**config.mk**
```make
export PLATFORM = sky130hd
export DESIGN_NAME = wokwi_394618582085551105
export DESIGN_NICKNAME = d
export VERILOG_FILES = /design/src/rtl/wokwi_394618582085551105.sv
export SDC_FILE = /design/constraint.sdc
export NUM_CORES = 1
export LEC_CHECK = 0
export ABC_AREA = 1
export BUFFER_PORTS_ARGS = -buffer_cell sky130_fd_sc_hd__buf_2
export CAP_MARGIN = 20
export CORE_ASPECT_RATIO = 0.6
export CORE_MARGIN = 2
export CORE_UTILIZATION = 50
export CTS_CLUSTER_SIZE = 24
export DETAILED_ROUTE_END_ITERATION = 8
export PLACE_DENSITY = 0.72
export REMOVE_ABC_BUFFERS = 1
export SLEW_MARGIN = 20
export SYNTH_ARGS = -nofsm -noshare
export SYNTH_HDL_FRONTEND = slang
export SYNTH_SLANG_ARGS = --single-unit
```
**constraint.sdc**
```tcl
create_clock -name clk -period 2.2 [get_ports clk]
set_input_delay 0.44 -clock clk [delete_from_list [all_inputs] [get_ports clk]]
set_output_delay 0.44 -clock clk [all_outputs]
set_load 0.02 [all_outputs]
```
**src/rtl/wokwi_394618582085551105.sv**
```systemverilog
// wokwi_394618582085551105 -- 8-bit register-transform engine (TinyTapeout microtile).
//
// Each rising clk edge, with en set, the state register r is loaded,
// accumulated, stepped as an 8-bit Fibonacci LFSR, or rotated left. The
// transform is chosen by the op field. With en clear, r holds.
//
// Ports:
//   clk     in   1  sole clock, rising edge
//   rst_n   in   1  synchronous active-low reset (r <= 0x00)
//   ui_in   in   8  [7:6] op, [5] en, [4:0] d
//   uo_out  out  8  r, or Gray(r) when WOKWI_GRAY_OUT_EN is defined
//
// Build option:
//   WOKWI_GRAY_OUT_EN  drive uo_out = r ^ (r >> 1) instead of r.
//                      Internal state and update rules are unchanged.

module wokwi_394618582085551105 (
  input  logic       clk,
  input  logic       rst_n,
  input  logic [7:0] ui_in,
  output logic [7:0] uo_out
);

  typedef enum logic [1:0] {
    OP_LOAD = 2'b00,
    OP_ADD  = 2'b01,
    OP_LFSR = 2'b10,
    OP_ROT  = 2'b11
  } op_e;

  op_e        op;
  logic       en;
  logic [4:0] d;
  logic [7:0] r;
  logic [7:0] r_next;
  logic [15:0] rot_dbl;
  logic       lfsr_fb;

  assign op = op_e'(ui_in[7:6]);
  assign en = ui_in[5];
  assign d  = ui_in[4:0];

  always_comb begin
    r_next  = r;
    // Shifting the doubled word gives the left rotation in its upper byte.
    rot_dbl = {r, r} << d[2:0];
    // Taps for x^8+x^6+x^5+x^4+1.
    lfsr_fb = r[7] ^ r[5] ^ r[4] ^ r[3];
    if (en) begin
      unique case (op)
        OP_LOAD: r_next = {3'b000, d};
        OP_ADD:  r_next = r + {3'b000, d};
        // The all-zero state would lock up, so escape it to 0x01.
        OP_LFSR: r_next = (r == 8'h00) ? 8'h01 : {r[6:0], lfsr_fb};
        OP_ROT:  r_next = rot_dbl[15:8];
        default: r_next = r;
      endcase
    end
  end

  always_ff @(posedge clk) begin
    if (!rst_n) r <= '0;
    else        r <= r_next;
  end

`ifdef WOKWI_GRAY_OUT_EN
  assign uo_out = r ^ (r >> 1);
`else
  assign uo_out = r;
`endif

endmodule

```
# == Word-level counts from Yosys, hierarchy flattened ==
# Index checks and enable logic that the tools add are counted.
# classes
add_sub_neg,1
eq_ne,3
shifts,1
muxes,2
bitwise_logic,3
n_reduce_logical,2
# op_table
cell,n
$pmux 8 s4,1
$shl 16x3->16,1
$add 8x5->8,1
$logic_not 8->1,1
$mux 8,1
$eq 2x2->1 const B,2
$xor 1x1->1,3
$eq 2x1->1 const B,1
$logic_not 2->1,1
# totals
reg_bits,8
input_bits,10
out_inout_bits,8
word_cells,13

# == Depth between registers and ports, before layout ==
# depth
word_depth,5
depth_mapped,12
ltp_nobuf,12

# == Least setup slack after synthesis ==
# Ideal clock, no wire load.
# synth_path
path_kind,reg2reg
from,reg r[0] (netlist: uo_out[0])
to,reg r[2] (netlist: uo_out[2])
setup_ps,120
arrival_time_ps,1623
required_time_ps,2080
slack_ps,457
path_stages_with_launch,10
n_path_buf,0
synth_period_minus_slack_ps,1743
cell_sequence,dfxtp_1 > ha_1 > fa_1 > or2_2 > nand3_1 > nand2_1 > inv_1 > nand2_1 > nand2_1 > a21oi_2
# synth_via
elab_chain_len,3
elab_cells_between_ends,5
classes_between,add/sub (1); shift (1); mux (2); reduce/logical (1)
# synth_lines
element,line_no,rtl
"start, declared",34,logic [7:0] r;
"start signal, assigned",63,else r <= r_next;
branches (longest 2 deep; another with $add 8x5->8),n/a,
$pmux 8 s4 (*),50,unique case (op)
# Mark *: on every way between the ends.
# A chain may end at the register's enable or synchronous reset.

# == Worst setup path after layout ==
# Ends and elaborated chain as after synthesis.

==> flow_summary.json <==
{
  "drt-total-wl_um": 3530,
  "largest_register_ffs": 8,
  "cts_tree": "yes",
  "antenna_cells": 0,
  "cts-buffers-inserted": 3,
  "numClockSinks": 8,
  "cpPeakStageDelay_ns": 0.43,
  "path_delay_family": "adder cells",
  "dieArea_um2": 2710,
  "seq_area_um2": 160,
  "min_period_ns": 1.75,
  "worstPathCellList": "ha_1 -> fa_1 -> or2_2 -> nand3_1 -> nand2_1 -> inv_1 -> nand2_1 -> nand2_1 -> a21oi_2",
  "total_power_uw": 584,
  "antenna_found_initial": 0,
  "clockRootBuffer": "clkbuf_8",
  "postSynthAreaPerCell_um2": 5.36,
  "h-tree-depth": 1,
  "start_util": 0.530,
  "rsz0062_at_grt": "no",
  "max_clock_freq_mhz": 572,
  "layout_commonest_cell": "nand2_1",
  "portBuffers": 17,
  "syn2layout_area_growth_pct": 13.0,
  "fillers": 226,
  "ctsResizeCount": 0,
  "clock_latency_ns": 0.23,
  "setup_ws_ns": 0.451,
  "drv_cap": 0,
  "firstDrtPassIters": 4,
  "hold_viol_final": 0,
  "min_path_type": "input pin to flop",
  "ys_seq_area_frac": 0.140,
  "fin_area_um2": 1300,
  "multi_input_area_um2": 855,
  "vdd_drop_max_mv": 0.387,
  "synthesis.area_um2": 1150,
  "ant_nets": 0,
  "critPathCaptureType": "flop",
  "path_class": "flop to flop",
  "pre_cts_slack_ns": 0.234,
  "grt_pass1_vias": 1185,
  "grt_start_max_net_pins": 12,
  "layout.nets": 250,
  "ys_warn_count": 0,
  "path_clk_slew_ns": 0.04,
  "status": "finished clean",
  "placed_cell_area_um2": 1250,
  "ys_ff_latch": 8,
  "grt_usage": 0.285,
  "gp_congestion": 1.04,
  "std_cell_rows": 13,
  "dp_hpwl_um": 2800,
  "fin_crit_sh": 0.795,
  "power_leakage_uw": 0.000694,
  "cts_hold_buffers": 0,
  "crit_fanout": 4,
  "slew_violations": 0,
  "drc": 0,
  "layout_common_cells": "nand2_1 (86), nand3_1 (41), buf_2 (17)",
  "drt_iter0_drc": 119,
  "fin_skew_ns": 0.00415,
  "drive_gt1_frac": 0.164,
  "core_um2": 2160,
  "fp.dieW_um": 65.8,
  "tightest_slew_ns": 0.412,
  "crit_required_ns": 2.31,
  "overflow": 0,
  "cts_buffer_depth": 2,
  "final-setup-viol-count": 0,
  "ioPinCount": 18,
  "slowest_stage": "fa_1",
  "chipHeight_um": 41.1,
  "cp-start-kind": "flop",
  "cts_setup_buffers": 0,
  "timing.critical_path.mode_cell": "nand2_1",
  "worstPathArrival_ns": 1.86,
  "syn_inst": 214,
  "viasPerCell": 5.51,
  "path_buf_inv": 1,
  "max_slew_margin": 0.725,
  "wire_per_inst_um": 13.5,
  "setup_tns_ns": 0,
  "vias": 1443,
  "grt_pass1_wl_um": 5530,
  "yosys.cell_types.count": 28,
  "powerDensity_nw_per_um2": 451
}
worst register-to-register path: stages, from the launching register on:
cell	delay [ns]
dfxtp_1	0.33
ha_1	0.23
fa_1	0.43
or2_2	0.29
nand3_1	0.07
nand2_1	0.05
inv_1	0.05
nand2_1	0.05
nand2_1	0.07
a21oi_2	0.05
through the flow:
stage	cells	utilization	hold WS (ns)
global route	262	0.599	0.484
floorplan	209	-	0.533
global placement	259	0.580	0.591
CTS	262	0.599	0.464
detailed placement	259	0.580	0.593
finish	262	0.599	0.465
logic make-up (layout without fill, tap and decap cells):
group / after synthesis / count (layout) / synth area share
simple gates: 150 / 150 / 0.555
buf+inv: 28 / 46 / 0.116
flops: 8 / 8 / 0.140
fa+ha+maj: 6 / 6 / 0.0720
compound gates: 20 / 20 / 0.103
xor+xnor: 2 / 2 / 0.0153
where the power goes:
group          internal, uW  switching [uW]
Combinational          83.8             153
Clock                   118            55.0
Sequential              155            19.5
synthesized netlist by cell type:
cell | count | area, um2
a211oi_2 | 1 | 12.5
a21oi_1 | 9 | 45.0
a21oi_2 | 2 | 17.5
buf_4 | 3 | 22.5
buf_6 | 1 | 11.3
clkbuf_1 | 1 | 3.75
clkinv_1 | 1 | 3.75
clkinv_2 | 1 | 5.00
dfxtp_1 | 8 | 160
fa_1 | 1 | 20.0
ha_1 | 5 | 62.6
inv_1 | 14 | 52.6
inv_2 | 6 | 22.5
inv_8 | 1 | 11.3
nand2_1 | 86 | 323
nand2_2 | 1 | 6.26
nand3_1 | 41 | 205
nand4_1 | 2 | 12.5
nor2_1 | 15 | 56.3
nor2_2 | 1 | 6.26
nor2_4 | 1 | 11.3
nor3_1 | 2 | 10.0
o211ai_1 | 1 | 7.51
o21ai_0 | 4 | 20.0
o21ai_1 | 3 | 15.0
or2_2 | 1 | 6.26
xnor2_1 | 1 | 8.76
xor2_1 | 1 | 8.76
worst paths after layout:
check                 start   endpoint  slack, ns  cells after the start
setup / recovery  uo_out[0]  uo_out[2]       0.45                      9
hold / removal     ui_in[5]  uo_out[1]       0.47                      2
setup reg to reg  uo_out[0]  uo_out[2]       0.45                      9
hold reg to reg   uo_out[7]  uo_out[7]       0.60                      2
area by class of cell:
class / count / area share
Multi-Input combinational cell: 178 / 0.659
Sequential cell: 8 / 0.124
Timing Repair Buffer: 20 / 0.0830
Inverter: 23 / 0.0734
Clock buffer: 3 / 0.0319
Tap cell: 30 / 0.0290
routing by layer:
| layer | GRT usage | part of all wire |
|---|---|---|
| met3 | 0.0577 | 0.098 |
| met4 | 0.115 | 0.017 |
| met5 | 0 | 0 |
| met2 | 0.447 | 0.44 |
| met1 | 0.390 | 0.44 |
(Power assumes the default switching activity.)
